`src/rtl/snake_tail.sv`:
```
// snake_tail: circular FIFO of head cells; once the target length is reached each step retires the oldest cell as an erase.
// Defining SNAKE_TAIL_PEEK_EN adds registered tail_valid/tail_x/tail_y outputs exposing the oldest stored cell.
module snake_tail #(
  parameter int unsigned DEPTH    = 256,
  parameter int unsigned INIT_LEN = 3,
  parameter int unsigned XW       = 6,
  parameter int unsigned YW       = 6
) (
  input  logic                   clk_pix,
  input  logic                   rst_pix,
  input  logic                   step,
  input  logic [XW-1:0]          head_x,
  input  logic [YW-1:0]          head_y,
  input  logic                   grow,
  input  logic                   clear,
  output logic                   erase_valid,
  output logic [XW-1:0]          erase_x,
  output logic [YW-1:0]          erase_y,
  output logic [$clog2(DEPTH):0] length,
  output logic                   full
`ifdef SNAKE_TAIL_PEEK_EN
  ,
  output logic                   tail_valid,
  output logic [XW-1:0]          tail_x,
  output logic [YW-1:0]          tail_y
`endif
);

  localparam int unsigned PW = $clog2(DEPTH);
  localparam int unsigned LW = PW + 1;
  localparam int unsigned CW = XW + YW;

  logic [CW-1:0] mem [DEPTH];
  logic [PW-1:0] wr_ptr;
  logic [PW-1:0] rd_ptr;
  logic [LW-1:0] len_tgt;
  logic          erase_q;

  logic          pop_c;
  logic [CW-1:0] cell_c;
  logic [PW-1:0] rd_nxt_c;
  logic [LW-1:0] length_nxt_c;

  // Pop decision uses len_tgt before any same-cycle grow.
  always_comb begin
    pop_c        = 1'b0;
    cell_c       = {head_x, head_y};
    rd_nxt_c     = rd_ptr;
    length_nxt_c = length;
    if (step) begin
      pop_c = (length >= len_tgt);
      if (pop_c) rd_nxt_c = rd_ptr + PW'(1);
      else       length_nxt_c = length + LW'(1);
    end
  end

  // Trail storage; contents are don't-care until written.
  always_ff @(posedge clk_pix) begin
    if (step && !clear && !rst_pix) mem[wr_ptr] <= cell_c;
  end

  always_ff @(posedge clk_pix) begin
    if (rst_pix) begin
      wr_ptr  <= '0;
      rd_ptr  <= '0;
      length  <= '0;
      full    <= 1'b0;
      len_tgt <= LW'(INIT_LEN);
      erase_q <= 1'b0;
      erase_x <= '0;
      erase_y <= '0;
    end else if (clear) begin
      wr_ptr  <= '0;
      rd_ptr  <= '0;
      length  <= '0;
      full    <= 1'b0;
      len_tgt <= LW'(INIT_LEN);
      erase_q <= 1'b0;
    end else begin
      erase_q <= pop_c;
      if (pop_c) {erase_x, erase_y} <= mem[rd_ptr];
      if (step) wr_ptr <= wr_ptr + PW'(1);
      rd_ptr <= rd_nxt_c;
      length <= length_nxt_c;
      full   <= (length_nxt_c == LW'(DEPTH));
      if (grow && (len_tgt != LW'(DEPTH))) len_tgt <= len_tgt + LW'(1);
    end
  end

  // A reset arriving while an erase is outstanding must cancel it immediately.
  assign erase_valid = erase_q && !rst_pix;

`ifdef SNAKE_TAIL_PEEK_EN
  // Oldest cell after this step: the fresh head when the FIFO was empty, else the entry at the new read pointer.
  always_ff @(posedge clk_pix) begin
    if (rst_pix || clear) begin
      tail_valid <= 1'b0;
      tail_x     <= '0;
      tail_y     <= '0;
    end else if (step) begin
      tail_valid <= 1'b1;
      {tail_x, tail_y} <= (rd_nxt_c == wr_ptr) ? cell_c : mem[rd_nxt_c];
    end
  end
`endif

endmodule

```
`config.mk`:
```
export PLATFORM = sky130hd
export DESIGN_NAME = snake_tail
export DESIGN_NICKNAME = d
export VERILOG_FILES = /design/src/rtl/snake_tail.sv
export SDC_FILE = /design/constraint.sdc
export NUM_CORES = 2
export LEC_CHECK = 0
export CAP_MARGIN = 20
export CORE_MARGIN = 1
export CORE_UTILIZATION = 40
export DETAILED_ROUTE_END_ITERATION = 8
export PLACE_DENSITY_LB_ADDON = 0.3
export SLEW_MARGIN = 20
export SYNTH_ARGS = -nofsm -noshare
export SYNTH_HDL_FRONTEND = slang
export SYNTH_SLANG_ARGS = --single-unit
```
`constraint.sdc`:
```
create_clock -name clk_pix -period 3.5 [get_ports clk_pix]
set_input_delay 0.525 -clock clk_pix [delete_from_list [all_inputs] [get_ports clk_pix]]
set_output_delay 0.525 -clock clk_pix [all_outputs]
set_load 0.005 [all_outputs]
```
* Word level (Yosys, flattened, before mapping) *
Memories as Yosys holds them, arrays and structs flattened. A register that Yosys moved wholly into a read port is not among the register bits.
Index checks and enable logic that the tools add are counted.

storage, ports and cells
  bits in registers = 36
  latch bits = 0
  bits in writable memories = 3072
  bits in read-only memories = 0
  input port bits = 17
  output and inout port bits = 23
  logic and storage cells = 29
  memories = 1

cells by class
  $add $sub $neg = 4
  multipliers = 0
  divide/modulo/power cells = 0
  order comparisons = 1
  eq/ne operators = 2
  shifts and indexed selects = 0
  multiplexer cells = 5
  bitwise logic cells = 1
  reduce and logical (&&, ||, !) cells = 9

memory list
  name  words  width  rd ports  clocked after Yosys merged registers in  write ports  RTL line  source
  mem   256    12     1         1                                        1            33        logic [CW-1:0] mem [DEPTH];

operators by type and width
  operator                                      count
  adder 9 x 1 -> 9 bit (second input constant)  2
  two-way mux 9 bit                             2
  adder 8 x 1 -> 8 bit (second input constant)  2
  == test 9 bit (second input constant)         1
  >= comparator 9 bit                           1
  != test 9 bit (second input constant)         1
  logical AND 1 bit                             4
  AND reduction 2 bit                           2
  two-way mux 1 bit                             3
  logical NOT 1 bit                             2
  OR reduction 2 bit                            1
  NOT 1 bit                                     1

* Depth between registers and ports, before layout *
  depth after elaboration = 5
  depth in mapped cells = 13
  mapped depth without buffers = 10

* Least setup slack after synthesis *
Ideal clock, no wire load.

  path type = flip-flop to flip-flop
  start point = register, netlist name rd_ptr[0]
  end point = register erase_y[2]
  library setup time = 0.117 ns
  data arrival time = 2.344 ns
  data required time = 3.383 ns
  path slack = 1.039 ns
  stages on the path, launching flop included = 12
  path buffers = 6
  clock period less this slack = 2.461 ns
  cells stage by stage = dfxtp_1 -> buf_6 -> buf_12 -> buf_6 -> buf_6 -> buf_6 -> buf_6 -> mux2i_1 -> a21oi_1 -> a2111oi_2 -> o221ai_1 -> a22o_1

RTL lines
  item                    RTL line  source
  end signal: assignment  81        if (pop_c) {erase_x, erase_y} <= mem[rd_ptr];
  end: declaration        18        output logic [YW-1:0] erase_y,

* Worst setup path in the final report *
  start point = register len_tgt[2]
  end point = register erase_y[2]

on the way
  cells in the longest elaborated chain, start to end = 3

ends and longest elaborated chain
  item                           RTL line  source
  start: declaration             36        logic [LW-1:0] len_tgt;
  start signal: assignment       68        len_tgt <= LW'(INIT_LEN);
  start signal: assignment       77        len_tgt <= LW'(INIT_LEN);
  start signal: assignment       86        if (grow && (len_tgt != LW'(DEPTH))) len_tgt <= len_tgt + LW'(1);
  >= comparator 9 bit            51        pop_c = (length >= len_tgt);
  two-way mux 1 bit              50        if (step) begin
  AND reduction 2 bit (no line)  n/a

Every way passes these cells.
A chain may end at the register's enable or synchronous reset.

==> results_dict.tcl <==
set metrics [dict create \
    wl_um 354400 \
    dieArea_um2 304700 \
    stdcell_count 10758 \
    grt_overflow_total 0 \
    grtUsageMet2_pct 36.03 \
    syn_inst 5729 \
    min_path_type "in2reg" \
    avgRoutedWirePerCell_um 32.94 \
    yosys.area.top_type "edfxtp_1" \
    ys_ff_latch 3120 \
    fin_skew_ps 54.19 \
    synth_cell_types 86 \
    place_inst 10193 \
    dp_hpwl_um 227500 \
    min_period_over_period_pct 101.2 \
    status "finished, violations left" \
    cp-end-kind "flip-flop" \
    timing.hold.ws_ps 72.83 \
    cap_viol_max_count 0 \
    violations "setup timing" \
    vias 63783 \
    clock_sinks 3120 \
    antenna_found_initial 16 \
    drive_gt1_share_pct 28.46 \
    io_pins 40 \
    gp_congestion 0.9075 \
    hold_viol 0 \
    num_rows 201 \
    grt_pass1_vias 63232 \
    rsz0062_at_grt "no" \
    busiest_layer "met2" \
    synth_area_per_cell_um2 21.12 \
    timing.slew.headroom_pct 12.48 \
    yosysWarnings 0 \
    layout_setup_ws_ps -43.67 \
    synth_common_cells "edfxtp_1 (3,072), mux4_2 (633), nor2_1 (340), mux2i_1 (312), nand2_1 (137)" \
    leakagePower_nw 44.27 \
    crit_path_start_kind "flip-flop" \
    finalNetCount 6596 \
    cts_tree "yes" \
    synth_top_area_share_pct 76.23 \
    max_freq_ghz 0.2822 \
    htreeDepth 5 \
    clk_pin_slew_ps 60 \
    crit_path_max_fanout 7 \
    vdd_drop_max_v 0.0004483 \
    grt_max_degree 113 \
    worst_ep_required_time_ps 4260 \
    clk_path_buf_depth 4 \
    core_um2 300300 \
    insertion_delay_ps 890 \
    syn_nets 5763 \
    min_period_ps 3544 \
    async_reset_ff_share_pct 0 \
    track_usage_pct 22.92 \
    root_buffer "clkbuf_16" \
    setup_violations 1 \
    synth.area.top_cells "edfxtp_1 (76%), mux4_2 (12%), mux2i_1 (2.6%)" \
    avgViaCountPerCell 5.929 \
    cp.arrival_ps 4300 \
    ant_nets 0 \
    critical_path_class "reg2reg" \
    synth-edff-count 3072 \
    cts_buffers 320 \
    yosysSeqAreaShare_pct 77.03 \
    io_buffers 39 \
    drc 0 \
    synth_area_um2 121000 \
    tightest_slew_ps 1313 \
    p_per_area_nw_per_um2 529.4 \
    ctsHoldBuffers 0 \
    slew_viol_final 0 \
    syn_to_final_growth_pct 17.29 \
    grt_pass1_wl_um 495100 \
    drt-initial-drc-count 8328 \
    grt_use_met3_pct 4.590 \
    initial_core_util_pct 40.30 \
    synth.most_common_cell "edfxtp_1" \
    fp.dieW_um 552.0 \
    drt_first_pass_iters 8 \
    die_y_um 552.0 \
    use_met1_pct 31.75 \
    synth-main-ff-cell "edfxtp_1" \
]
[area by class of cell]
cell class	instances	area, um^2
multi-input cells	2259	25670
fillers	24737	158300
inverters	22	88.84
clock inverters	160	1520
flip-flops and latches	3120	93230
diodes	5	12.51
well taps	3958	4952
repair buffers	839	8038
clock buffers	395	8417
[flip-flops by register name, summed over array words and instances (netlist names)]
name and cells:
length 9, full 1, len_tgt 9, rd_ptr 8, wr_ptr 8, erase_y 6
erase_x 6, erase_q 1, mem 3072
[path summary, 6_finish.rpt]
check,start,end,slack [ps],cells after the start
max,len_tgt[2],erase_y[2],-40,11
min,head_y[0],mem[137][0],70,1
max reg2reg,len_tgt[2],erase_y[2],-40,11
min reg2reg,len_tgt[1],len_tgt[1],490,2
[per-stage QoR]
stage	setup TNS [ps]	total power, mW	worst slack (ps)	cell area (um^2)	util, %
global placement	-1037	42.92	-485.7	131900	43.92
detailed placement	-974.3	42.97	-466.1	131900	43.92
global route	0	76.92	12.08	141900	47.26
finish	-43.67	75.14	-43.67	141900	47.27
floorplan	0	42.07	1039	121000	-
CTS	0	75.51	71.31	141900	47.26
[critical path, stage by stage (launching register included)]
cell and delay [ps]:
dfxtp_1 380, inv_1 80, ha_1 290, a21oi_1 120, o21ai_0 130, a21o_1 370, o211ai_1 520, inv_1 310
buf_4 250, a21oi_1 460, nor4_1 210, a22o_1 310
[logic make-up (layout without fill, tap and decap cells)]
logic type      after synthesis  in the layout  share of synthesized area [%]
flops                      3120           3120                          77.03
buf+inv                     350           1416                          1.856
other cells                   0              5                              0
fa+ha+maj                    17             17                         0.1758
mux                         978            978                          14.97
xor+xnor                     27             27                         0.1954
simple gates                647            647                          2.332
compound gates              590            590                          3.448
[placed cells by master (no fill, tap or decap), types with 10 or more instances in the layout]
cell / Yosys / routed
a211oi_1: 41 / 40
a21oi_1: 100 / 100
a221oi_1: 36 / 36
a22o_1: 19 / 19
a22oi_1: 130 / 130
a31oi_1: 21 / 20
and3_1: 14 / 14
buf_12: 9 / 126
buf_4: 49 / 673
bufinv_16: 0 / 22
clkbuf_1: 113 / 69
clkbuf_16: 0 / 326
clkbuf_8: 1 / 12
clkdlybuf4s50_1: 0 / 27
clkinv_1: 1 / 61
clkinv_2: 0 / 53
dfxtp_1: 48 / 42
edfxtp_1: 3072 / 3072
ha_1: 17 / 17
inv_1: 20 / 18
mux2i_1: 312 / 312
mux4_1: 24 / 24
mux4_2: 633 / 633
nand2_1: 137 / 123
nand2_2: 0 / 14
nand2b_1: 10 / 10
nand3_1: 43 / 43
nand4_1: 20 / 20
nor2_1: 340 / 337
nor2b_1: 20 / 15
nor3_1: 17 / 17
nor4_1: 13 / 10
o21ai_0: 51 / 51
o221ai_1: 37 / 37
o22ai_1: 68 / 68
xnor2_1: 18 / 18
[layer usage]
layer / up-vias / share of wire [%] / routed length (um)
li1: 25694 / - / -
met1: 34126 / 40 / 140700
met2: 3287 / 47 / 165300
met3: 672 / 9.4 / 33320
met4: 4 / 4.2 / 14980
met5: - / 0.0076 / 27
[timing repair]
action / 4_1_cts / 5_1_grt
buffers inserted: 5 / 0
endpoints found under the setup margin: 5 / 4
gates resized for setup: 4 / 4
pin swaps: 0 / 0
[power breakdown]
part	switching (mW)	total [mW]	internal [mW]	leakage (nW)
clock	14.2	33.0	18.8	4.85
combinational	0.872	1.14	0.265	11.4
sequential	0.0179	41.0	41.0	28.0
(Power assumes the default switching activity.)
